**config.mk**
```make
export PLATFORM = sky130hd
export DESIGN_NAME = lsu_ctrl_flat
export DESIGN_NICKNAME = d
export VERILOG_FILES = /design/src/rtl/lsu_ctrl_if.sv /design/src/rtl/lsu_ctrl.sv /design/src/flat_wrapper.sv
export SDC_FILE = /design/constraint.sdc
export NUM_CORES = 1
export LEC_CHECK = 0
export BUFFER_PORTS_ARGS = -buffer_cell sky130_fd_sc_hd__buf_4
export CAP_MARGIN = 20
export CORE_AREA = 3 3 157 159
export DETAILED_ROUTE_END_ITERATION = 8
export DIE_AREA = 0 0 160 162
export PLACE_DENSITY = 0.81
export SETUP_SLACK_MARGIN = 0.05
export SLEW_MARGIN = 5
export SYNTH_ARGS = -nofsm -noshare
export SYNTH_HDL_FRONTEND = slang
export SYNTH_SLANG_ARGS = --single-unit
```
**constraint.sdc**
```tcl
create_clock -name clk_i -period 3.35 [get_ports clk_i]
set_input_delay 0.67 -clock clk_i [delete_from_list [all_inputs] [get_ports clk_i]]
set_output_delay 0.67 -clock clk_i [all_outputs]
set_load 0.02 [all_outputs]
```
**src/rtl/lsu_ctrl_if.sv**
```systemverilog
// Bus-side request/response channel between the load/store controller and memory.
interface lsu_ctrl_if;
  logic        req_valid;
  logic        req_ready;
  logic        req_we;
  logic [63:0] req_addr;
  logic [63:0] req_wdata;
  logic [7:0]  req_wstrb;
  logic        resp_valid;
  logic [63:0] resp_data;

  modport master (
    output req_valid, req_we, req_addr, req_wdata, req_wstrb,
    input  req_ready, resp_valid, resp_data
  );

  modport slave (
    input  req_valid, req_we, req_addr, req_wdata, req_wstrb,
    output req_ready, resp_valid, resp_data
  );
endinterface

```
**src/rtl/lsu_ctrl.sv**
```systemverilog
// Load/store controller: one outstanding doubleword bus access with lane alignment and extension.
// Define MISALIGN_TRAP_EN to trap misaligned accesses straight to DONE without touching the bus.
module lsu_ctrl (
  input  logic        clk_i,
  input  logic        rst_ni,
  input  logic        start_i,
  input  logic        mem_r_i,
  input  logic        mem_w_i,
  input  logic [2:0]  funct3_i,
  input  logic [63:0] addr_i,
  input  logic [63:0] wdata_i,
  output logic        stall_o,
  output logic        done_o,
  output logic [63:0] rdata_o,
  output logic        misalign_o,
  lsu_ctrl_if.master  bus
);

  typedef enum logic [1:0] {IDLE, REQ, WAIT, DONE} state_e;

  state_e      state_q, state_d;
  logic [2:0]  funct3_q;
  logic [63:0] addr_q;
  logic [63:0] wdata_q;
  logic        we_q;
  logic [63:0] rdata_q;

  logic        accept;
  logic        trapNow;
  logic [63:0] loadShifted;
  logic [63:0] loadExt;
  logic [7:0]  sizeMask;
  logic [7:0]  storeStrb;
  logic [63:0] storeData;

  // Both mem_r and mem_w set falls through as a store because direction is taken from mem_w alone.
  assign accept = start_i & (mem_r_i | mem_w_i);

`ifdef MISALIGN_TRAP_EN
  logic accessMis;
  logic misalign_q;

  always_comb begin
    case (funct3_i[1:0])
      2'b00:   accessMis = 1'b0;
      2'b01:   accessMis = addr_i[0];
      2'b10:   accessMis = |addr_i[1:0];
      default: accessMis = |addr_i[2:0];
    endcase
  end

  assign trapNow = accessMis;

  always_ff @(posedge clk_i) begin
    if (!rst_ni)
      misalign_q <= 1'b0;
    else if (state_q == IDLE && accept)
      misalign_q <= trapNow;
  end

  assign misalign_o = (state_q == DONE) & misalign_q;
`else
  assign trapNow    = 1'b0;
  assign misalign_o = 1'b0;
`endif

  always_ff @(posedge clk_i) begin
    if (!rst_ni)
      state_q <= IDLE;
    else
      state_q <= state_d;
  end

  always_comb begin
    state_d = state_q;
    case (state_q)
      IDLE:    if (accept) state_d = trapNow ? DONE : REQ;
      REQ:     if (bus.req_ready) state_d = WAIT;
      WAIT:    if (bus.resp_valid) state_d = DONE;
      DONE:    state_d = IDLE;
      default: state_d = IDLE;
    endcase
  end

  always_ff @(posedge clk_i) begin
    if (!rst_ni) begin
      funct3_q <= 3'b000;
      addr_q   <= 64'd0;
      wdata_q  <= 64'd0;
      we_q     <= 1'b0;
      rdata_q  <= 64'd0;
    end else begin
      if (state_q == IDLE && accept) begin
        funct3_q <= funct3_i;
        addr_q   <= addr_i;
        wdata_q  <= wdata_i;
        we_q     <= mem_w_i;
      end
      if (state_q == WAIT && bus.resp_valid && !we_q)
        rdata_q <= loadExt;
    end
  end

  // Bytes that fall past the doubleword boundary shift out and are lost, both for loads and stores.
  assign loadShifted = bus.resp_data >> {addr_q[2:0], 3'b000};

  always_comb begin
    case (funct3_q)
      3'b000:  loadExt = {{56{loadShifted[7]}},  loadShifted[7:0]};
      3'b001:  loadExt = {{48{loadShifted[15]}}, loadShifted[15:0]};
      3'b010:  loadExt = {{32{loadShifted[31]}}, loadShifted[31:0]};
      3'b100:  loadExt = {56'd0, loadShifted[7:0]};
      3'b101:  loadExt = {48'd0, loadShifted[15:0]};
      3'b110:  loadExt = {32'd0, loadShifted[31:0]};
      default: loadExt = loadShifted;
    endcase
  end

  always_comb begin
    case (funct3_q[1:0])
      2'b00:   sizeMask = 8'h01;
      2'b01:   sizeMask = 8'h03;
      2'b10:   sizeMask = 8'h0F;
      default: sizeMask = 8'hFF;
    endcase
  end

  assign storeStrb = sizeMask << addr_q[2:0];
  assign storeData = wdata_q << {addr_q[2:0], 3'b000};
  assign rdata_o   = rdata_q;

  always_comb begin
    stall_o       = 1'b0;
    done_o        = 1'b0;
    bus.req_valid = 1'b0;
    bus.req_we    = 1'b0;
    bus.req_addr  = 64'd0;
    bus.req_wdata = 64'd0;
    bus.req_wstrb = 8'h00;
    case (state_q)
      IDLE: stall_o = accept & rst_ni;
      REQ: begin
        stall_o       = 1'b1;
        bus.req_valid = 1'b1;
        bus.req_we    = we_q;
        bus.req_addr  = {addr_q[63:3], 3'b000};
        if (we_q) begin
          bus.req_wdata = storeData;
          bus.req_wstrb = storeStrb;
        end
      end
      WAIT:    stall_o = 1'b1;
      DONE:    done_o  = 1'b1;
      default: ;
    endcase
  end

endmodule

```
**src/flat_wrapper.sv**
```systemverilog
// flat-port wrapper written by rule: the top's interface ports become plain ports
module lsu_ctrl_flat 
  (clk_i, rst_ni, start_i, mem_r_i, mem_w_i, funct3_i, addr_i, wdata_i, stall_o, done_o, rdata_o, misalign_o, bus_req_valid, bus_req_we, bus_req_addr, bus_req_wdata, bus_req_wstrb, bus_req_ready, bus_resp_valid, bus_resp_data);
  lsu_ctrl_if bus_i ();
  input  logic clk_i;
  input  logic rst_ni;
  input  logic start_i;
  input  logic mem_r_i;
  input  logic mem_w_i;
  input  logic [2:0] funct3_i;
  input  logic [63:0] addr_i;
  input  logic [63:0] wdata_i;
  output logic stall_o;
  output logic done_o;
  output logic [63:0] rdata_o;
  output logic misalign_o;
  output wire logic [$bits(bus_i.req_valid)-1:0] bus_req_valid;
  output wire logic [$bits(bus_i.req_we)-1:0] bus_req_we;
  output wire logic [$bits(bus_i.req_addr)-1:0] bus_req_addr;
  output wire logic [$bits(bus_i.req_wdata)-1:0] bus_req_wdata;
  output wire logic [$bits(bus_i.req_wstrb)-1:0] bus_req_wstrb;
  input wire logic [$bits(bus_i.req_ready)-1:0] bus_req_ready;
  input wire logic [$bits(bus_i.resp_valid)-1:0] bus_resp_valid;
  input wire logic [$bits(bus_i.resp_data)-1:0] bus_resp_data;
  assign bus_req_valid = bus_i.req_valid;
  assign bus_req_we = bus_i.req_we;
  assign bus_req_addr = bus_i.req_addr;
  assign bus_req_wdata = bus_i.req_wdata;
  assign bus_req_wstrb = bus_i.req_wstrb;
  assign bus_i.req_ready = bus_req_ready;
  assign bus_i.resp_valid = bus_resp_valid;
  assign bus_i.resp_data = bus_resp_data;
  lsu_ctrl u_core (.clk_i(clk_i), .rst_ni(rst_ni), .start_i(start_i), .mem_r_i(mem_r_i), .mem_w_i(mem_w_i), .funct3_i(funct3_i), .addr_i(addr_i), .wdata_i(wdata_i), .stall_o(stall_o), .done_o(done_o), .rdata_o(rdata_o), .misalign_o(misalign_o), .bus(bus_i));
endmodule
```
==> results of run 1 <==
cell families (layout without fill, tap and decap cells):
group	count (synthesis)	in the layout
other	1	4
AOI/OAI and AO/OA	366	366
muxes	144	144
adders and majority gates	4	4
and+or+nand+nor	567	567
buffers and inverters	141	472
DFF	198	198
worst max-delay path: cells and delay by family, from the launching register on:
kind,cells,cell delay (ps)
compound gates,1,680
flops,1,640
simple gates,2,340
buf+inv,2,450
cells in the final DEF (no fill, tap or decap), types with 9 or more instances in the layout:
cell type	Yosys	layout
nor2_1	95	91
and2_1	79	79
a31oi_1	19	19
a21oi_1	171	171
a21oi_2	31	31
nor3_1	11	11
nand2_1	336	336
buf_4	7	421
buf_12	0	9
nor2b_1	20	20
mux2i_1	87	87
o21ai_0	78	78
mux2_2	19	19
nand2b_1	10	10
dfxtp_1	198	195
mux4_2	38	38
a211oi_1	16	16
clkbuf_16	0	17
area by class of cell:
cell class,count,area [um^2]
well taps,319,399
multi-input cells,1085,6740
fillers,2053,8340
repair buffers,430,3340
clock buffers,18,439
clock inverters,14,136
flip-flops and latches,198,3980
inverters,10,40.0
stage by stage:
stage / std cells / setup slack (ps) / cell area (um^2) / util
finish: 2074 / 126 / 15100 / 0.644
global route: 2074 / 87.4 / 15100 / 0.644
CTS: 2073 / 133 / 15000 / 0.643
detailed placement: 2040 / 468 / 14400 / 0.617
global placement: 2040 / 534 / 14400 / 0.617
floorplan: 1424 / 305 / 11300 / -
final timing paths:
kind	startpoint	to	slack, ps
worst min-delay path	u_core.addr_q[57]	u_core.addr_q[57]	450
worst max-delay path	u_core.funct3_q[1]	bus_req_wstrb[6]	130
worst max register to register	u_core.addr_q[0]	u_core.rdata_o[62]	440
worst min register to register	u_core.addr_q[57]	u_core.addr_q[57]	450
repair_timing:
| action | CTS | global route |
|---|---|---|
| setup endpoints to repair | 2 | 6 |
| setup buffers | 1 | 1 |
| cloned | 0 | 0 |
| resized for setup | 0 | 1 |
| pin swaps | 0 | 0 |
cells in the mapped netlist, drive strengths merged (9+ instances only):
cell	number	share of area
o21ai	79	0.035
a31oi	20	0.012
mux2	19	0.019
buf	47	0.026
a211oi	16	0.011
nor3	11	0.0049
clkbuf	84	0.028
mux4	38	0.076
inv	9	0.0030
nand2b	10	0.0055
dfxtp	198	0.35
nor2	95	0.032
nand2	336	0.11
and2	79	0.044
mux2i	87	0.077
nor2b	20	0.011
a21oi	202	0.10
power by group:
group / leakage, nW / switching [mW] / internal [mW]
Sequential: 1.62 / 0.424 / 2.76
Combinational: 4.17 / 2.02 / 1.39
Clock: 0.283 / 1.05 / 1.01
flip-flops by register name (all words and copies together) (netlist names):
name / flops
u_core.state_q: 2
u_core.wdata_q: 64
u_core.rdata_o: 64
u_core.addr_q: 64
u_core.we_q: 1
u_core.funct3_q: 3
routing by layer:
layer,global-route usage,share of wire
met5,0,0
met4,0.152,0.046
met3,0.0783,0.10
met2,0.522,0.48
met1,0.368,0.37
==> flow_summary.toml, run 1 <==
[finish]
diodes = 0
area_growth_pct = 33.2
nets = 1948
drive_gt1_frac = 0.323

[logic_synthesis]
syn_avg_cell_area_um2 = 7.96
synthArstFlopShare = 0
yosysUniqueCellTypes = 50
synth_compound_area_frac = 0.196
netlist_instances = 1421
synth_edf_count = 0
ys_warn_count = 0
synth_xor_area_frac = 0
yosys.area_share.simple = 0.219
synthAdderAreaFrac = 0.00443
synth_top_family_by_area = "simple AND/OR/NAND/NOR gates"
muxShareOfSynthArea = 0.172
ys_seq_area_frac = 0.351
syn_area_mm2 = 0.0113
ys_ff_latch = 198
synth_flop_cell = "dfxtp_1"

[timing]
fmax_mhz = 310
hold_viol = 0
holdWs_ps = 451
slew_violations = 0
fin_crit_sh = 0.962
tightest_slew_ps = 714
fin_crit_ps = 3220
tns_ps = 0
slew_headroom = 0.512
rsz0062_at_grt = "no"
setup_viol = 0
skew_ps = 15.1

[worst_setup_path]
worst_ep_arrival_time_ps = 2550
critical_path_class = "register to output port"
reg2regPathDepth = 8
cp_slowest_cell = "a2111oi_0"
critPathLaunchType = "register"
end_kind = "output port"
required_ps = 2680
crit_chain = "nor2_1 > inv_1 > nand2_1 > a2111oi_0 > buf_4"
crit_path_max_fanout = 15
max_stage_delay_ps = 680

[grt]
antenna_found_initial = 1
grt_pass1_wl_um = 63900
grt_start_max_net_pins = 133
grt_usage = 0.309
grt_pass1_vias = 11357
globalRouteOverflowTotal = 0

[outcome]
status = "finished, final reports clean"

[pwr]
ir_drop_uv = 381
p_leak_nw = 6.07
power_density_mw_per_mm2 = 575
fin_total_pwr_mw = 8.67

[die]
die-area_mm2 = 0.0259
start_util = 0.483
core_mm2 = 0.0234
io_pins = 407
rows = 56
fp.dieH_um = 162
fp.dieW_um = 160

[cts]
htreeDepth = 4
cts_root_buf = "clkbuf_16"
clk_latency_ps = 440
cts-buffers-inserted = 17
clock-sinks = 198
ctsHoldBuffers = 0
clk_pin_slew_ps = 80
cts_tree = "done"
clk_path_buf_depth = 2

[placed_design]
gp_congestion = 0.927
hpwl_um = 30700
portBuffers = 402

[job]
drv_cap = 0

[hold_path]
hp-class = "register to register"
whs_path_depth = 2

[detailed_routing]
vias = 12085
viasPerCell = 5.83
drc = 0
drt_iter0_drc = 1101
drt-pass1-iter-count = 5
routed_wl_um = 42700
ant_nets = 0
wl_per_cell_um = 20.6
Power figures use the tool's default switching activity.
==> run 2: changes to the inputs <==
--- a/config.mk
+++ b/config.mk
@@ -10,7 +10,7 @@
 export CORE_AREA = 3 3 157 159
 export DETAILED_ROUTE_END_ITERATION = 8
 export DIE_AREA = 0 0 160 162
-export PLACE_DENSITY = 0.81
+export PLACE_DENSITY_LB_ADDON = 0.15
 export SETUP_SLACK_MARGIN = 0.05
 export SLEW_MARGIN = 5
 export SYNTH_ARGS = -nofsm -noshare
==> run 2 against run 1 <==
  * Register-to-register slack gained 270 ps
  * Sequential cell count is the same
  * Clock power is essentially flat
  * Hold slack gained 0.98 ps
  * Sequential power is essentially flat
  * Wire length shrank 3.1%
  * Utilization shrank 0.11 points
  * Global-route usage shrank 0.47 points
  * First-iteration DRC count grew 11%
  * Via count shrank 2.8%
  * Cell area shrank 0.17%
  * Sequential share of layout area is essentially flat
  * Critical endpoint is now bus_req_wdata[54]
==> flow_summary.toml, run 2 (same netlist as run 1, synthesis figures left out) <==
[worst_setup_path]
r2r_start = "u_core.addr_q[2]"
crit_path_max_fanout = 44
crit_chain = "buf_4 > mux2i_1 > o21ai_0 > mux2i_1 > nor2_1 > buf_4"
path_buf_inv = 2
max_stage_delay_ps = 510
worst_ep_arrival_time_ps = 2400
cp_slowest_cell = "buf_4"
crit_start = "u_core.addr_q[1]"
end_kind = "output port"
required_ps = 2680
critPathTopFamily = "buffers and inverters"
critical_path_class = "register to output port"
critPathLaunchType = "register"

[cts]
cts_root_buf = "clkbuf_16"
cts_tree = "done"
clk_path_buf_depth = 2
post_cts_buffers = 0
clock-sinks = 198
htreeDepth = 4
ctsHoldBuffers = 0
clk_pin_slew_ps = 80
cts-buffers-inserted = 17
cts_resized = 0
clk_latency_ps = 440

[grt]
grt_start_max_net_pins = 133
globalRouteOverflowTotal = 0
grt_usage = 0.305
grt_pass1_vias = 10859
grt_pass1_wl_um = 62700
antenna_found_initial = 7

[finish]
final_core_util = 0.643
ff_latch_area_mm2 = 0.00398
final_area_mm2 = 0.0150
nets = 1947
drive_gt1_frac = 0.321
layout_common_cells = "buf_4, nand2_1, dfxtp_1"
layout_commonest_cell = "buf_4"
area_growth_pct = 33.0
multiInputGateArea_mm2 = 0.00673
num-fill-cells = 2175

[detailed_routing]
routed_wl_um = 41400
met1_length_um = 17000
topRoutingLayerUsed = "met4"
routed-wl-met2_um = 18900
drc = 0
ant_nets = 0
dr_wl_met3_um = 4020
vias = 11752
drt_iter0_drc = 1222
viasPerCell = 5.66
wl_per_cell_um = 19.9
drt-pass1-iter-count = 5

[timing]
fin_crit_sh = 0.915
fin_crit_ps = 3070
slew_violations = 0
fmax_mhz = 326
hold_viol = 0
holdWs_ps = 452
slew_headroom = 0.416
tightest_slew_ps = 877
tns_ps = 0
setup_ws_ps = 284
rsz0062_at_grt = "no"
setup_viol = 0
skew_ps = 19.0

[die]
core_mm2 = 0.0234
rows = 56
start_util = 0.483
die-area_mm2 = 0.0259
fp.dieW_um = 160
fp.dieH_um = 162
io_pins = 407

[placed_design]
dp_slack_ps = 756
gp_congestion = 0.993
portBuffers = 402
placed_area_mm2 = 0.0144
hpwl_um = 30500

[outcome]
status = "finished, final reports clean"

[pwr]
p_leak_nw = 6.05
ir_drop_uv = 405
power_density_mw_per_mm2 = 576

[hold_path]
hold_start = "u_core.addr_q[51]"
hp-class = "register to register"

[job]
drv_cap = 0
-- run 2: cell count changes in the layout (fill, tap and decap cells not counted) --
cell	change
clkinv_2	-2
nor2_1	+2
clkinv_8	+1
diode_2	+6
nor2_2	-2
clkbuf_8	-1
clkinv_4	+3
buf_4	+2
inv_12	+1
inv_6	-2
clkinvlp_4	-1
buf_12	-3
-- run 2: stage by stage --
stage	total power, mW	instances
after detailed placement	6.59	2041
after floorplan	5.34	1424
after global routing	9.13	2078
final	8.66	2078
after global placement	6.55	2041
after CTS	8.67	2072
-- run 2: path summary, 6_finish.rpt --
check | endpoint | slack, ps | cells after the start
setup / recovery | bus_req_wdata[54] | 280 | 6
hold / removal | u_core.addr_q[51] | 450 | 2
setup reg to reg | u_core.rdata_o[62] | 710 | 7
hold reg to reg | u_core.addr_q[51] | 450 | 2
-- run 2: worst register-to-register path: stages, from the launching register on --
cell,delay (ps)
dfxtp_4,540
nor2b_1,740
buf_4,310
a2bb2oi_1,100
a21oi_2,300
a311oi_4,160
buf_12,230
a21oi_1,210
-- run 2: area by class of cell --
cell class,instances,share of cell area
Multi-Input combinational cell,1085,0.448
Inverter,10,0.00266
Tap cell,319,0.0265
Sequential cell,198,0.264
Timing Repair Buffer,429,0.219
Clock inverter,14,0.0106
Clock buffer,17,0.0283
Antenna cell,6,0.000998
-- run 2: power breakdown --
| group | switching (mW) | internal, mW | total [mW] |
|---|---|---|---|
| logic | 2.04 | 1.38 | 3.42 |
| registers | 0.393 | 2.76 | 3.16 |
| clock network | 1.08 | 1.00 | 2.08 |
| total | 3.52 | 5.14 | 8.66 |
-- run 2: layer usage --
layer | GRT usage | up-vias
met3 | 0.0780 | 84
met2 | 0.473 | 606
li1 | - | 5536
met5 | 0 | -
met1 | 0.409 | 5526
met4 | 0.121 | 0
==> run 3: changes to the inputs <==
--- a/config.mk
+++ b/config.mk
@@ -10,7 +10,7 @@
 export CORE_AREA = 3 3 157 159
 export DETAILED_ROUTE_END_ITERATION = 8
 export DIE_AREA = 0 0 160 162
-export PLACE_DENSITY_LB_ADDON = 0.15
+export PLACE_DENSITY_LB_ADDON = 0.08
 export SETUP_SLACK_MARGIN = 0.05
 export SLEW_MARGIN = 5
 export SYNTH_ARGS = -nofsm -noshare
==> run 3 against run 2 <==
  * Clock power up 9%
  * Utilization up 0.34 points
  * Setup slack worse by 170 ps
  * Wire length up 2.1%
  * Non-clock buffer count up 4
  * Cell area up 0.53%
  * Sequential share of layout area down 0.14 points
  * Global-route usage up 0.92 points
  * Largest power group unchanged
==> flow_summary.toml, run 3 (same netlist as run 1, synthesis figures left out) <==
[pwr]
ir_drop_uv = 395
p_leak_nw = 6.10
power_density_mw_per_mm2 = 588

[outcome]
status = "finished, final reports clean"

[timing]
fin_crit_sh = 0.967
skew_ps = 21.8
fmax_mhz = 309
hold_viol = 0
slew_headroom = 0.330
slew_violations = 0
tns_ps = 0
holdWs_ps = 446
rsz0062_at_grt = "no"
setup_viol = 0
tightest_slew_ps = 997
fin_crit_ps = 3240

[worst_setup_path]
reg2regPathDepth = 6
crit_chain = "nand2_1 > nand2_1 > a21oi_1 > a2111oi_0 > buf_4"
critical_path_class = "register to output port"
end_kind = "output port"
path_buf_inv = 1
r2r_start = "u_core.addr_q[2]"
worst_ep_arrival_time_ps = 2570
rr_endpoint = "u_core.rdata_o[60]"
cp_common_cell = "nand2_1"
critPathLaunchType = "register"
critPathTopFamily = "compound AO/OA/AOI/OAI gates"
crit_path_max_fanout = 48
max_stage_delay_ps = 770
regToRegSetupSlack_ps = 660
cp_slowest_cell = "a2111oi_0"
required_ps = 2680

[die]
rows = 56
die-area_mm2 = 0.0259
core_mm2 = 0.0234
io_pins = 407
fp.dieH_um = 162
start_util = 0.483
fp.dieW_um = 160

[placed_design]
gp_congestion = 1.01
portBuffers = 402
hpwl_um = 31000

[cts]
htreeDepth = 4
clk_latency_ps = 460
clock-sinks = 198
cts-buffers-inserted = 17
cts_tree = "done"
clk_pin_slew_ps = 100
cts_root_buf = "clkbuf_16"
clk_path_buf_depth = 2

[detailed_routing]
drc = 0
vias = 11768
drt_iter0_drc = 1181
viasPerCell = 5.67
drt-pass1-iter-count = 8
wl_per_cell_um = 20.4
routed_wl_um = 42300
ant_nets = 0

[finish]
diodes = 0
final_core_util = 0.646
num-fill-cells = 2158
ff_latch_area_mm2 = 0.00398
multiInputGateArea_mm2 = 0.00673
layout_common_cells = "buf_4, nand2_1, dfxtp_1"
area_growth_pct = 33.7
drive_gt1_frac = 0.323
nets = 1951
layout_commonest_cell = "buf_4"

[hold_path]
hp-class = "input port to register"
hold_start = "addr_i[10]"
min_to = "u_core.addr_q[10]"
whs_path_depth = 3

[grt]
antenna_found_initial = 0
grt_pass1_vias = 11057
grt_usage = 0.314
grt_pass1_wl_um = 64400
grt_start_max_net_pins = 80
globalRouteOverflowTotal = 0

[job]
drv_cap = 0
## run 3: cell count changes in the layout (fill, tap and decap cells not counted)
cell,delta
buf_4,+4
bufinv_16,+1
clkinv_4,-5
diode_2,-6
inv_12,+4
inv_8,+1
nand2_1,-1
nand2_2,+1
## run 3: through the flow
step                      area [um^2]  total power [mW]  cells  setup WS [ps]
after floorplan                 11300              5.34   1424            305
after global placement          14500              6.56   2044            653
after detailed placement        14500              6.60   2044            640
after CTS                       15100              8.87   2076            156
after global routing            15100              9.36   2077           49.8
final                           15100              8.88   2077            110
## run 3: cell type report
class                      count  share of cell area
timing repair buffer         433               0.220
clock inverter                15              0.0147
multi-input combinational   1085               0.445
inverter                      10             0.00265
sequential                   198               0.263
clock buffer                  17              0.0281
tap                          319              0.0264
## run 3: what timing repair did
item,CTS,global route
resized for setup,0,1
buffers inserted,0,1
hold buffers,0,0
endpoints found under the setup margin,0,16
## run 3: worst reg2reg max path: cells and delay by family (launching register included)
| kind | cells | cell delay [ps] |
|---|---|---|
| AOI/OAI and AO/OA | 4 | 840 |
| DFF | 1 | 800 |
| buffers and inverters | 1 | 500 |
| muxes | 1 | 430 |
## run 3: layer usage
metal  share of wire  vias to the layer above  wire, um  track usage
li1                -                     5531         -            -
met1            0.41                     5572     17300        0.422
met2            0.46                      598     19300        0.484
met3            0.11                       67      4440       0.0969
met4           0.030                        0      1280        0.103
met5               0                        -         0            0
## run 3: worst max path at each step
stage,start,cells past startpoint,end,slack (ps)
floorplan,u_core.state_q[1],6,bus_req_wstrb[6],310
global route,u_core.addr_q[1],5,bus_req_wstrb[6],50
finish,u_core.addr_q[1],5,bus_req_wstrb[6],110
detailed placement,u_core.addr_q[0],7,bus_req_wdata[60],640
global placement,u_core.addr_q[0],7,bus_req_wdata[60],650
CTS,u_core.addr_q[0],7,bus_req_wdata[60],160
## run 3: power by group
group / leakage [nW] / switching, mW / internal, mW
Clock: 0.314 / 1.15 / 1.12
Sequential: 1.62 / 0.423 / 2.76
Combinational: 4.17 / 2.04 / 1.39
Total: 6.10 / 3.61 / 5.27
